## src/rtl/core_pkg.sv

```systemverilog
`default_nettype none
// ============================================================================
//  Module      : core_pkg
//  Description : Shared definitions for the RV32I core front end.
//                - RV32I major opcode constants consumed by control_unit
//                - Fetch-stage state encoding
//                - Default datapath width
//  Revision    : 1.0  initial release
// ============================================================================
package core_pkg;

    localparam int unsigned CORE_XLEN = 32;

    localparam logic [6:0] OPC_RTYPE  = 7'b0110011;
    localparam logic [6:0] OPC_ITYPE  = 7'b0010011;
    localparam logic [6:0] OPC_LOAD   = 7'b0000011;
    localparam logic [6:0] OPC_STORE  = 7'b0100011;
    localparam logic [6:0] OPC_BRANCH = 7'b1100011;

    typedef enum logic [1:0] {
        FS_BOOT  = 2'd0,
        FS_RUN   = 2'd1,
        FS_DRAIN = 2'd2
    } fetch_state_t;

endpackage : core_pkg
`default_nettype wire

```

## src/rtl/fetch_fifo.sv

```systemverilog
`default_nettype none
// ============================================================================
//  Module      : fetch_fifo
//  Description : DEPTH x WIDTH synchronous FIFO with flush. The head entry is
//                read straight from registered storage (no write-through).
//                Push and pop in the same cycle are always accepted; count is
//                then unchanged.
//  Ports       : clk, reset_n      clock / async active-low reset
//                i_flush           empty the FIFO (wins over push/pop)
//                i_push, i_push_data  write an entry
//                i_pop             retire the head entry
//                o_head_data       current head entry
//                o_count           number of valid entries (0..DEPTH)
//  Revision    : 1.0  initial release
// ============================================================================
module fetch_fifo #(
    parameter int DEPTH = 2,
    parameter int WIDTH = 64
) (
    input  logic                     clk,
    input  logic                     reset_n,
    input  logic                     i_flush,
    input  logic                     i_push,
    input  logic [WIDTH-1:0]         i_push_data,
    input  logic                     i_pop,
    output logic [WIDTH-1:0]         o_head_data,
    output logic [$clog2(DEPTH):0]   o_count
);

    localparam int AW = (DEPTH > 1) ? $clog2(DEPTH) : 1;
    localparam int CW = $clog2(DEPTH) + 1;

    logic [WIDTH-1:0] r_mem [DEPTH];
    logic [AW-1:0]    r_wr_ptr;
    logic [AW-1:0]    r_rd_ptr;
    logic [CW-1:0]    r_count;

    // DEPTH is a power of two, so the pointers wrap naturally.
    always_ff @(posedge clk or negedge reset_n) begin
        if (!reset_n) begin
            r_wr_ptr <= '0;
            r_rd_ptr <= '0;
            r_count  <= '0;
        end else if (i_flush) begin
            r_wr_ptr <= '0;
            r_rd_ptr <= '0;
            r_count  <= '0;
        end else begin
            if (i_push) begin
                r_wr_ptr <= r_wr_ptr + AW'(1);
            end
            if (i_pop) begin
                r_rd_ptr <= r_rd_ptr + AW'(1);
            end
            case ({i_push, i_pop})
                2'b10:   r_count <= r_count + CW'(1);
                2'b01:   r_count <= r_count - CW'(1);
                default: r_count <= r_count;
            endcase
        end
    end

    // Storage needs no reset: nothing reads it unless o_count is non-zero.
    always_ff @(posedge clk) begin
        if (i_push && !i_flush) begin
            r_mem[r_wr_ptr] <= i_push_data;
        end
    end

    assign o_head_data = r_mem[r_rd_ptr];
    assign o_count     = r_count;

    a_no_overflow : assert property (@(posedge clk) disable iff (!reset_n)
        !(i_push && !i_pop && !i_flush && (r_count == CW'(DEPTH))));

endmodule : fetch_fifo
`default_nettype wire

```

## src/rtl/instr_fetch.sv

```systemverilog
`default_nettype none
// ============================================================================
//  Module      : instr_fetch
//  Description : RV32I fetch stage. Owns the PC, issues in-order word
//                requests to instruction memory, buffers returned words and
//                presents them to decode with opcode/func3/func7 pre-sliced.
//                Redirects flush buffered work and drop in-flight responses.
//  Ports       : clk, reset_n                       clock / async active-low reset
//                imem_req_valid/ready/addr          fetch request channel
//                imem_rsp_valid/data                in-order response channel
//                redirect_valid/pc                  taken branch / jump
//                out_valid/ready, out_instr/pc      decode handshake
//                opcode, func3, func7               fields of out_instr
//  Revision    : 1.0  initial release
// ============================================================================
module instr_fetch
    import core_pkg::*;
#(
    parameter int             XLEN     = CORE_XLEN,
    parameter logic [XLEN-1:0] RESET_PC = '0,
    parameter int             DEPTH    = 2
) (
    input  logic            clk,
    input  logic            reset_n,
    output logic            imem_req_valid,
    input  logic            imem_req_ready,
    output logic [XLEN-1:0] imem_req_addr,
    input  logic            imem_rsp_valid,
    input  logic [XLEN-1:0] imem_rsp_data,
    input  logic            redirect_valid,
    input  logic [XLEN-1:0] redirect_pc,
    output logic            out_valid,
    input  logic            out_ready,
    output logic [XLEN-1:0] out_instr,
    output logic [XLEN-1:0] out_pc,
    output logic [6:0]      opcode,
    output logic [2:0]      func3,
    output logic            func7
);

    localparam int CW = $clog2(DEPTH) + 1;

    fetch_state_t      r_state;
    fetch_state_t      w_state_nxt;
    logic [XLEN-1:0]   r_pc;
    logic [XLEN-1:0]   w_pc_nxt;
    logic [CW-1:0]     r_drop_cnt;
    logic [CW-1:0]     w_drop_nxt;

    logic [CW-1:0]     w_outstanding;
    logic [CW-1:0]     w_fifo_count;
    logic [CW-1:0]     w_out_after;
    logic [CW:0]       w_credit_used;
    logic              w_req_valid;
    logic              w_accept;
    logic              w_drop_rsp;
    logic              w_push;
    logic              w_pop;
    logic              w_out_valid;
    logic [XLEN-1:0]   w_tag;
    logic [2*XLEN-1:0] w_head;
    logic [XLEN-1:0]   w_out_instr;
    logic              w_unused_redirect_lsb;

    // The address queue's occupancy is the outstanding-request count: every
    // accept pushes one entry and every response (kept or dropped) pops one.
    fetch_fifo #(
        .DEPTH (DEPTH),
        .WIDTH (XLEN)
    ) u_addr_q (
        .clk         (clk),
        .reset_n     (reset_n),
        .i_flush     (1'b0),
        .i_push      (w_accept),
        .i_push_data (r_pc),
        .i_pop       (imem_rsp_valid),
        .o_head_data (w_tag),
        .o_count     (w_outstanding)
    );

    fetch_fifo #(
        .DEPTH (DEPTH),
        .WIDTH (2 * XLEN)
    ) u_instr_q (
        .clk         (clk),
        .reset_n     (reset_n),
        .i_flush     (redirect_valid),
        .i_push      (w_push),
        .i_push_data ({imem_rsp_data, w_tag}),
        .i_pop       (w_pop),
        .o_head_data (w_head),
        .o_count     (w_fifo_count)
    );

    // Credit: in-flight requests plus buffered words never exceed DEPTH, so
    // every response is guaranteed a FIFO slot.
    assign w_credit_used = {1'b0, w_outstanding} + {1'b0, w_fifo_count};
    assign w_req_valid   = (r_state == FS_RUN) && (w_credit_used < (CW+1)'(DEPTH));
    assign w_accept      = w_req_valid && imem_req_ready;
    assign w_drop_rsp    = imem_rsp_valid && (r_drop_cnt != '0);
    // A response landing in the redirect cycle belongs to the old path.
    assign w_push        = imem_rsp_valid && (r_drop_cnt == '0) && !redirect_valid;
    assign w_out_valid   = (w_fifo_count != '0);
    assign w_pop         = w_out_valid && out_ready;
    assign w_out_after   = w_outstanding + CW'(w_accept) - CW'(imem_rsp_valid);

    always_comb begin
        w_state_nxt = r_state;
        w_pc_nxt    = r_pc;
        w_drop_nxt  = r_drop_cnt;

        if (w_drop_rsp) begin
            w_drop_nxt = r_drop_cnt - CW'(1);
        end

        case (r_state)
            FS_BOOT: begin
                w_state_nxt = FS_RUN;
            end
            FS_RUN: begin
                if (w_accept) begin
                    w_pc_nxt = r_pc + XLEN'(4);
                end
            end
            FS_DRAIN: begin
                if (w_drop_nxt == '0) begin
                    w_state_nxt = FS_RUN;
                end
            end
            default: begin
                w_state_nxt = FS_RUN;
            end
        endcase

        // Everything still in flight after this cycle, including a request
        // accepted right now, is on the wrong path and must be discarded.
        if (redirect_valid) begin
            w_pc_nxt    = {redirect_pc[XLEN-1:2], 2'b00};
            w_drop_nxt  = w_out_after;
            w_state_nxt = (w_out_after != '0) ? FS_DRAIN : FS_RUN;
        end
    end

    always_ff @(posedge clk or negedge reset_n) begin
        if (!reset_n) begin
            r_state    <= FS_BOOT;
            r_pc       <= RESET_PC;
            r_drop_cnt <= '0;
        end else begin
            r_state    <= w_state_nxt;
            r_pc       <= w_pc_nxt;
            r_drop_cnt <= w_drop_nxt;
        end
    end

    assign imem_req_valid = w_req_valid;
    assign imem_req_addr  = r_pc;

    // Stale storage is masked so decode sees zeros while nothing is valid.
    assign out_valid   = w_out_valid;
    assign w_out_instr = w_out_valid ? w_head[2*XLEN-1:XLEN] : '0;
    assign out_instr   = w_out_instr;
    assign out_pc      = w_out_valid ? w_head[XLEN-1:0] : '0;
    assign opcode      = w_out_instr[6:0];
    assign func3       = w_out_instr[14:12];
    assign func7       = w_out_instr[30];

    assign w_unused_redirect_lsb = &{1'b0, redirect_pc[1:0]};

    a_rsp_has_request : assert property (@(posedge clk) disable iff (!reset_n)
        !(imem_rsp_valid && (w_outstanding == '0)));

endmodule : instr_fetch
`default_nettype wire

```

## config.mk

```make
export PLATFORM = sky130hd
export DESIGN_NAME = instr_fetch
export DESIGN_NICKNAME = d
export VERILOG_FILES = /design/src/rtl/core_pkg.sv /design/src/rtl/fetch_fifo.sv /design/src/rtl/instr_fetch.sv
export SDC_FILE = /design/constraint.sdc
export NUM_CORES = 1
export LEC_CHECK = 0
export CORE_MARGIN = 1
export CORE_UTILIZATION = 55
export CTS_BUF_LIST = sky130_fd_sc_hd__clkbuf_2 sky130_fd_sc_hd__clkbuf_4 sky130_fd_sc_hd__clkbuf_8
export DETAILED_ROUTE_END_ITERATION = 12
export PLACE_DENSITY = 0.94
export SLEW_MARGIN = 10
export SYNTH_ARGS = -nofsm -noshare
export SYNTH_HDL_FRONTEND = slang
export SYNTH_SLANG_ARGS = --single-unit
```

## constraint.sdc

```tcl
create_clock -name clk -period 10.1 [get_ports clk]
set_input_delay 2.02 -clock clk [delete_from_list [all_inputs] [get_ports clk]]
set_output_delay 2.02 -clock clk [all_outputs]
set_load 0.005 [all_outputs]
```

==> results of run 1 <==
-- worst register-to-register path, stage by stage, from the launching register on --
cell and delay (ns):
dfrtp_1 0.45, and2_1 0.18, fa_1 0.44, or4b_1 0.71, inv_2 0.22, nand2_1 0.22
ha_1 0.37, inv_1 0.06, ha_1 0.18, xnor2_1 0.13, xnor2_1 0.14, o21ai_0 0.23
o21ai_0 0.12
-- state kept, by name, indices dropped and copies added, names as in the netlist --
| name | cells |
|---|---|
| u_instr_q.r_mem | 124 |
| u_addr_q.r_mem | 60 |
| imem_req_addr | 30 |
| r_drop_cnt | 2 |
| r_state | 2 |
| u_addr_q.o_count | 2 |
| u_instr_q.o_count | 2 |
| u_addr_q.r_rd_ptr | 1 |
| u_addr_q.r_wr_ptr | 1 |
| u_instr_q.r_rd_ptr | 1 |
| u_instr_q.r_wr_ptr | 1 |
-- layout by cell type, fill, tap and decap left out, types with 2 or more instances in the layout --
master,count
clkdlybuf4s50_1,171
clkbuf_4,12
nand2b_1,3
and2_1,2
or2_2,2
o31a_1,4
and4_1,3
clkbuf_8,37
xor2_1,9
a31oi_1,14
buf_4,7
inv_1,10
a21oi_1,2
xnor2_1,13
o31ai_1,13
ha_1,5
mux2_2,31
or4_1,16
nor4_1,6
or3_1,2
conb_1,4
o211ai_1,2
nor2_1,80
clkinv_2,4
nand3_1,14
mux2i_1,63
clkinv_1,5
dfrtp_1,41
and3_1,5
o21ai_0,18
edfxtp_1,184
nand2_1,27
nor3_1,2
inv_6,2
nand4_1,10
-- kinds of logic after synthesis --
family	after synthesis
xor gates and xnor gates	22
buffers and inverters	58
AOI/OAI and AO/OA	55
other	1
adders and majority gates	6
and+or+nand+nor	180
DFF	226
muxes	94
-- power groups by stage --
stage,logic (mW),clock network [mW],registers [mW]
2_1_floorplan,0.311,0,1.21
3_3_place_gp,0.483,0,1.25
3_5_place_dp,0.502,0,1.25
4_1_cts,0.508,0.769,1.24
5_1_grt,0.547,0.807,1.25
6_report,0.502,0.752,1.24
-- through the flow --
stage / util, % / instance area, um^2
after detailed placement: 67.4 / 11200
final: 71.5 / 11900
after floorplan: - / 9350
after CTS: 71.5 / 11900
after global placement: 67.4 / 11200
after global routing: 71.5 / 11900
-- area by class of cell --
class                   instances  area (um^2)
flip-flops and latches        226         6580
clock inverters                13         93.8
inverters                      11         41.3
well taps                     220          275
multi-input cells             361         2500
clock buffers                  49          599
fillers                      1048         4720
repair buffers                179         1770
-- metal layers --
metal / vias to the layer above / wire, um / GRT usage, %
met5: - / 0 / 0
met4: 0 / 573 / 9.64
met3: 44 / 1220 / 5.61
met2: 238 / 9950 / 38.3
met1: 2810 / 7640 / 27.4
li1: 2729 / - / -
-- final timing paths --
check / from / end / slack [ns] / depth (start not counted)
max in group asynchronous: reset_n / u_instr_q.r_rd_ptr / 7.73 / 1
min in group asynchronous: reset_n / u_addr_q.r_wr_ptr / 1.65 / 1
setup / recovery: u_instr_q.o_count[0] / imem_req_valid / 5.03 / 5
hold reg to reg: u_addr_q.r_wr_ptr / u_addr_q.r_wr_ptr / 0.51 / 1
hold / removal: u_addr_q.r_wr_ptr / u_addr_q.r_wr_ptr / 0.51 / 1
setup reg to reg: u_instr_q.o_count[0] / r_state[1] / 6.52 / 12
==> summary.txt, run 1 <==
Status
  – Status: complete, no violations

Power
  – P_sw: 0.665 mW
  – Logic gate share of total power: 20.2%
  – IR drop worst, VDD: 0.121 mV
  – Clock share of power: 30.2%
  – Pwr Density: 210 nW/um^2
  – Total chip power: 2.49 mW
  – Pint: 1.83 mW
  – Net Sw Frac: 26.7%
  – Leakage power: 3.99 nW
  – Seq pwr share: 49.7%

Final layout
  – Synth-to-layout area growth: 27.1%
  – Share of post-route cells with drive strength above 1: 12.4%
  – Final #Nets: 891
  – ANT cells: 0
  – Post-Layout Cell Count: 1059

Critical path
  – Critical Path AT: 3.05 ns
  – Slowest stage delay, CP: 0.71 ns
  – Worst Path Max Fanout: 8
  – Slowest-stage cell, CP: or4b_1
  – Critical path cell sequence: and2_1 -> fa_1 -> or4b_1 -> inv_2 -> clkdlybuf4s50_1
  – CP Launch Type: register
  – Data required, critical path: 8.08 ns
  – WP buf/inv: 2
  – Delay-heaviest family, CP: simple AND/OR/NAND/NOR gates
  – Worst Setup End Kind: output pin
  – Setup Crit Path Kind: register to output pin

Global routing
  – Largest net degree at the start of global routing: 64
  – Vias in the first global route: 5786
  – Global Route Usage Sum: 22.5%
  – First-pass GRT wire length: 30300 um
  – Initial antenna violation count: 0
  – GRT overflow: 0

Logic synthesis
  – Post-synth ARST share: 18.6%
  – Post-synth EDFFs: 184
  – Count leader, synth: edfxtp_1
  – Syn avg cell area: 14.5 um^2
  – Leading area contributor after synthesis: edfxtp_1
  – Mapped cell area: 9330 um^2
  – Post-synth top area share: 59.2%
  – Seq cells post-synth: 226
  – Commonest cells in the netlist: edfxtp_1, nor2_1, mux2i_1
  – Synth Area in Adders: 0.885%
  – Netlist cell types: 40
  – Mux share of post-synthesis cell area: 10.5%
  – Prevailing post-synth register cell: edfxtp_1
  – Largest family of logic cells by synthesized area: multiplexers
  – Synth Area in Compound Gates: 3.77%
  – Cells after synthesis: 642
  – Synth warnings: 0
  – Sequential area share after synthesis: 70.5%
  – Post-synthesis simple-gate area fraction: 9.29%
  – Synth area leaders: edfxtp_1, dfrtp_1, mux2i_1, mux2_2, nor2_1
  – XOR/XNOR Fraction of Synth Area: 2.06%

CTS
  – Worst-path clk slew: 0.06 ns
  – Root buffer cell: clkbuf_8
  – Cts repair resizes: 0
  – CTS tree: yes
  – Post-CTS setup buffer count: 0
  – Clk Latency, worst-skew pair: 0.53 ns
  – Hold_buf cts: 0
  – H-Tree Level Count: 2
  – Clock Path Buffers: 3
  – CTS sink cnt: 226
  – CTS buffer count: 36

Placed design
  – Placed insts: 997
  – Pre-CTS setup slack: 5.24 ns
  – Global placer's final weighted congestion: 0.830
  – Post-DP HPWL: 11700 um
  – Port bufs: 172

Timing
  – Fin crit period: 5.07 ns
  – Hold Worst Slack: 0.509 ns
  – Final Cycle Share: 50.2%
  – Final hold violation count: 0
  – FMAX: 197 MHz
  – Final setup violation count: 0
  – RSZ-0062 raised after global routing: no
  – Least-Margin Pin Slew: 1.14 ns
  – Max Slew Vio Count: 0
  – Slew HR: 23.7%
  – Skew final: 0.0282 ns
  – Final setup margin: 5.03 ns
  – Total Neg Setup Slack: 0 ns

Detailed routing
  – Routed WL: 19400 um
  – Total number of vias: 5821
  – DR WL/cell: 18.3 um
  – Post-route DRC violation count: 0
  – DRT iter0 DRCs: 507
  – Vias per inst: 5.50
  – Post-DRT Antenna Nets: 0
  – Detailed Routing Iterations Pass 1: 5

Die
  – Top Ports: 179
  – Core area: 16600 um^2
  – Initial Util: 56.3%
  – Die area: 17500 um^2
  – Die Y: 132 um
  – Width of the die: 132 um
  – Site Rows: 47

Min path
  – Hold crit path type: register to register

Job
  – MaxCap Viol Count: 0
(Power assumes the default switching activity.)
==> inputs of run 2 (changes only) <==
--- a/config.mk
+++ b/config.mk
@@ -6,10 +6,10 @@
 export NUM_CORES = 1
 export LEC_CHECK = 0
 export CORE_MARGIN = 1
-export CORE_UTILIZATION = 55
+export CORE_UTILIZATION = 54
 export CTS_BUF_LIST = sky130_fd_sc_hd__clkbuf_2 sky130_fd_sc_hd__clkbuf_4 sky130_fd_sc_hd__clkbuf_8
 export DETAILED_ROUTE_END_ITERATION = 12
-export PLACE_DENSITY = 0.94
+export PLACE_DENSITY = 0.93
 export SLEW_MARGIN = 10
 export SYNTH_ARGS = -nofsm -noshare
 export SYNTH_HDL_FRONTEND = slang
==> constraint.sdc (replaced) <==
create_clock -name clk -period 4.7 [get_ports clk]
set_input_delay 0.94 -clock clk [delete_from_list [all_inputs] [get_ports clk]]
set_output_delay 0.94 -clock clk [all_outputs]
set_load 0.005 [all_outputs]
==> run 2 against run 1 <==
Non-clock buffer count is 3 higher. Setup slack worse by 4.2 ns. Clock power rose by 120%. Clock skew fell by 0.0051 ns. Critical path type unchanged. Critical endpoint unchanged. Largest cell class unchanged.
==> summary.txt, run 2 (synthesis gave the netlist of run 1 again) <==
Status
  – Status: complete, no violations

Final layout
  – Synth-to-layout area growth: 27.7%
  – ANT cells: 0
  – Max FFs per register: 124
  – Most frequent cells in the layout: edfxtp_1, clkdlybuf4s50_1, nor2_1, mux2i_1, dfrtp_1
  – Final #Nets: 895
  – Share of post-route cells with drive strength above 1: 12.5%
  – Commonest non-fill, non-tap cell in the layout: edfxtp_1
  – Most flops, register: u_instr_q.r_mem
  – Final Instance Area: 11900 um^2
  – Core Util, Final: 71.4%

CTS
  – Worst-path clk slew: 0.06 ns
  – CTS tree: yes
  – Post-CTS setup buffer count: 0
  – CTS sink cnt: 226
  – Clock Path Buffers: 3
  – Cts repair resizes: 0
  – CTS buffer count: 37
  – Clk Latency, worst-skew pair: 0.52 ns
  – Root buffer cell: clkbuf_8
  – Hold_buf cts: 0
  – H-Tree Level Count: 2

Critical path
  – Data required, critical path: 3.76 ns
  – Worst Setup End Kind: output pin
  – Setup Crit Path Kind: register to output pin
  – Worst Path Max Fanout: 8
  – CP Launch Type: register
  – Critical Path AT: 2.97 ns

Global routing
  – Vias in the first global route: 6105
  – Largest net degree at the start of global routing: 64
  – Initial antenna violation count: 0
  – GRT overflow: 0
  – Global Route Usage Sum: 22.9%
  – First-pass GRT wire length: 31300 um

Detailed routing
  – DR WL/cell: 18.5 um
  – Routed WL: 19700 um
  – DRT iter0 DRCs: 450
  – Post-route DRC violation count: 0
  – Total number of vias: 5946
  – Post-DRT Antenna Nets: 0
  – Detailed Routing Iterations Pass 1: 5
  – Vias per inst: 5.58

Placed design
  – DP Area: 11200 um^2
  – Port bufs: 172
  – Pre-CTS setup slack: 1.23 ns
  – Global placer's final weighted congestion: 0.846
  – Post-DP HPWL: 12700 um

Timing
  – Final hold violation count: 0
  – Fin crit period: 3.91 ns
  – Max Slew Vio Count: 0
  – Final setup margin: 0.788 ns
  – Final setup violation count: 0
  – Final Cycle Share: 83.2%
  – Hold Worst Slack: 0.511 ns
  – Least-Margin Pin Slew: 1.13 ns
  – Skew final: 0.0232 ns
  – Total Neg Setup Slack: 0 ns
  – FMAX: 256 MHz
  – Slew HR: 24.9%
  – RSZ-0062 raised after global routing: no

Power
  – Pwr Density: 452 nW/um^2
  – Logic gate share of total power: 20.2%
  – Clock share of power: 30.5%
  – P_sw: 1.43 mW
  – Net Sw Frac: 26.5%
  – Pint: 3.96 mW
  – IR drop worst, VDD: 0.353 mV
  – Seq pwr share: 49.3%
  – Leakage power: 4.01 nW

Die
  – Site Rows: 47
  – Core area: 16700 um^2
  – Die Y: 133 um
  – Width of the die: 133 um
  – Top Ports: 179
  – Die area: 17800 um^2
  – Initial Util: 55.9%

Job
  – MaxCap Viol Count: 0

Min path
  – Hold crit path type: register to register
-- run 2: critical path: stages (launching register included) --
cell             delay, ns
dfrtp_1               0.45
and2_1                0.18
fa_1                  0.41
or4b_1                0.69
inv_2                 0.21
clkdlybuf4s50_1       0.53
-- run 2: final timing paths --
| check | cells after the start | startpoint | endpoint | slack, ns |
|---|---|---|---|---|
| min in group asynchronous | 1 | reset_n | imem_req_addr[24] | 0.59 |
| worst min register to register | 1 | u_addr_q.r_wr_ptr | u_addr_q.r_wr_ptr | 0.51 |
| worst max-delay path | 5 | u_instr_q.o_count[0] | imem_req_valid | 0.79 |
| max in group asynchronous | 1 | reset_n | u_instr_q.r_rd_ptr | 3.40 |
| worst min-delay path | 1 | u_addr_q.r_wr_ptr | u_addr_q.r_wr_ptr | 0.51 |
| worst max register to register | 12 | u_instr_q.o_count[0] | r_state[1] | 1.22 |
-- run 2: metrics by stage --
step	cells	power (mW)
6_report	1065	5.39
3_3_place_gp	1000	3.72
4_1_cts	1065	5.43
5_1_grt	1065	5.63
2_1_floorplan	645	3.27
3_5_place_dp	1000	3.78
-- run 2: power groups by stage --
| stage | sequential (mW) | combinational [mW] | clock, mW |
|---|---|---|---|
| finish | 2.66 | 1.09 | 1.64 |
| global route | 2.68 | 1.18 | 1.76 |
| CTS | 2.66 | 1.10 | 1.67 |
| detailed placement | 2.70 | 1.09 | 0 |
| global placement | 2.68 | 1.05 | 0 |
| floorplan | 2.61 | 0.669 | 0 |
-- run 2: cell type report --
cell class / count / area [um^2]
clock inverters: 15 / 91.3
fillers: 1084 / 4780
clock buffers: 50 / 626
well taps: 220 / 275
repair buffers: 182 / 1790
flip-flops and latches: 226 / 6580
inverters: 11 / 41.3
multi-input cells: 361 / 2510
-- run 2: layer usage --
metal	up-vias	wire length [um]	global-route usage, %
li1	2746	-	-
met1	2891	7660	28.0
met2	260	10100	38.8
met3	49	1350	4.64
met4	0	641	11.5
met5	-	0	0
==> inputs of run 3 (changes only) <==
==> constraint.sdc (replaced) <==
create_clock -name clk -period 3.7 [get_ports clk]
set_input_delay 0.74 -clock clk [delete_from_list [all_inputs] [get_ports clk]]
set_output_delay 0.74 -clock clk [all_outputs]
set_load 0.005 [all_outputs]
==> run 3 against run 2 <==
Cell count down 0.19%. Register-to-register slack lost 0.83 ns. Cell area up 0.16%. Die area unchanged. Wire length grew 1.4%. Non-clock buffer count up 1. Power rose by 26%. Clock skew grew 0.0086 ns. Hold slack got worse by 0.14 ns. Sequential share of layout area down 0.087 points. Global-route usage decreased by 0.073 points. Critical path type unchanged.
==> summary.txt, run 3 (synthesis gave the netlist of run 1 again) <==
Placed design
  – Global placer's final weighted congestion: 0.849
  – Port bufs: 172
  – Placed insts: 1001
  – Post-DP HPWL: 12500 um

Timing
  – FMAX: 280 MHz
  – Total Neg Setup Slack: 0 ns
  – Slew HR: 35.5%
  – Fin crit period: 3.57 ns
  – Max Slew Vio Count: 0
  – RSZ-0062 raised after global routing: no
  – Final hold violation count: 0
  – Skew final: 0.0318 ns
  – Least-Margin Pin Slew: 0.967 ns
  – Final Cycle Share: 96.5%
  – Final setup violation count: 0

CTS
  – Clock Path Buffers: 3
  – CTS buffer count: 35
  – Root buffer cell: clkbuf_8
  – Clk Latency, worst-skew pair: 0.52 ns
  – Worst-path clk slew: 0.07 ns
  – CTS sink cnt: 226
  – Hold_buf cts: 0
  – H-Tree Level Count: 2
  – CTS tree: yes
  – Post-CTS setup buffer count: 0

Global routing
  – GRT overflow: 0
  – Largest net degree at the start of global routing: 63
  – First-pass GRT wire length: 31300 um
  – Initial antenna violation count: 0
  – Vias in the first global route: 6021
  – Global Route Usage Sum: 22.8%

Power
  – Leakage power: 4.01 nW
  – Net Sw Frac: 26.8%
  – Clock share of power: 29.4%
  – Seq pwr share: 49.1%
  – Pint: 4.98 mW
  – IR drop worst, VDD: 0.314 mV
  – Total chip power: 6.81 mW
  – Pwr Density: 570 nW/um^2
  – Logic gate share of total power: 21.5%
  – P_sw: 1.83 mW

Final layout
  – ANT cells: 0
  – Commonest non-fill, non-tap cell in the layout: edfxtp_1
  – Core Util, Final: 71.5%
  – Most flops, register: u_instr_q.r_mem
  – Final #Nets: 894
  – Share of post-route cells with drive strength above 1: 12.9%
  – Fill cells: 1041
  – Most frequent cells in the layout: edfxtp_1, clkdlybuf4s50_1, nor2_1, mux2i_1, dfrtp_1
  – Synth-to-layout area growth: 27.9%
  – Post-Layout Cell Count: 1063
  – Max FFs per register: 124

Min path
  – Hold crit path type: input pin to async pin

Critical path
  – Setup Crit Path Kind: register to output pin
  – Critical Path AT: 2.83 ns
  – Worst Setup End Kind: output pin
  – Worst Path Max Fanout: 8
  – CP Launch Type: register
  – Critical path cell sequence: and2_1 -> fa_1 -> or4b_4 -> inv_2 -> clkdlybuf4s50_1
  – Slowest-stage cell, CP: or4b_4
  – Data required, critical path: 2.96 ns
  – Slowest stage delay, CP: 0.61 ns

Die
  – Width of the die: 133 um
  – Site Rows: 47
  – Initial Util: 55.9%
  – Die area: 17800 um^2
  – Top Ports: 179
  – Core area: 16700 um^2
  – Die Y: 133 um

Detailed routing
  – Vias per inst: 5.67
  – Post-route DRC violation count: 0
  – Detailed Routing Iterations Pass 1: 5
  – DRT iter0 DRCs: 434
  – Routed WL: 20000 um
  – Total number of vias: 6026
  – DR WL/cell: 18.8 um
  – Post-DRT Antenna Nets: 0

Job
  – MaxCap Viol Count: 0

Status
  – Status: complete, no violations
-- run 3: layout make-up --
type                    count  area (um^2)  share of cell area [%]
repair buffers            183         1850                    15.5
flip-flops and latches    226         6580                    55.1
clock inverters             9         45.0                   0.377
inverters                  11         41.3                   0.346
multi-input cells         361         2510                    21.1
clock buffers              53          629                    5.27
well taps                 220          275                    2.31
-- run 3: worst paths after layout --
check	slack, ns	startpoint	cells past startpoint	end
worst max-delay path	0.13	u_instr_q.o_count[0]	5	imem_req_valid
worst max register to register	0.39	u_instr_q.o_count[0]	8	imem_req_addr[16]
worst min register to register	0.52	u_addr_q.r_wr_ptr	1	u_addr_q.r_wr_ptr
min in group clk	0.52	u_addr_q.r_wr_ptr	1	u_addr_q.r_wr_ptr
worst min-delay path	0.38	reset_n	1	imem_req_addr[16]
max in group asynchronous	2.61	reset_n	1	u_instr_q.r_rd_ptr
-- run 3: critical path: cells and delay by family (launching register included) --
family / cells / cell delay, ns
AND/OR/NAND/NOR: 2 / 0.80
buffers and inverters: 2 / 0.63
flip-flops: 1 / 0.46
adder cells (fa/ha/maj): 1 / 0.43
-- run 3: power groups by stage --
stage	Clock [mW]	Combinational, mW	Sequential (mW)
floorplan	0	0.852	3.31
global placement	0	1.39	3.36
detailed placement	0	1.45	3.38
CTS	2.04	1.48	3.34
global route	2.14	1.58	3.37
finish	2.00	1.47	3.34
-- run 3: timing repair --
action	CTS	global route
endpoints found under the setup margin	1	0
hold endpoints to repair	0	0
resized for setup	1	0
-- run 3: per-layer routing --
metal  global-route usage, %  wire (um)  vias to the layer above
met1                    28.4       7860                     2915
met2                    38.3       9990                      303
met5                       0          0                        -
met4                    11.1        748                        0
li1                        -          -                     2746
met3                    4.68       1410                       62
-- run 3: stage by stage --
| stage | instance area (um^2) | setup WS (ns) | hold WS, ns |
|---|---|---|---|
| floorplan | 9360 | 0.0497 | 0.444 |
| global placement | 11300 | 0.546 | 0.491 |
| detailed placement | 11300 | 0.416 | 0.511 |
| CTS | 11900 | 0.0998 | 0.370 |
| global route | 11900 | 0.0469 | 0.435 |
| finish | 11900 | 0.128 | 0.375 |
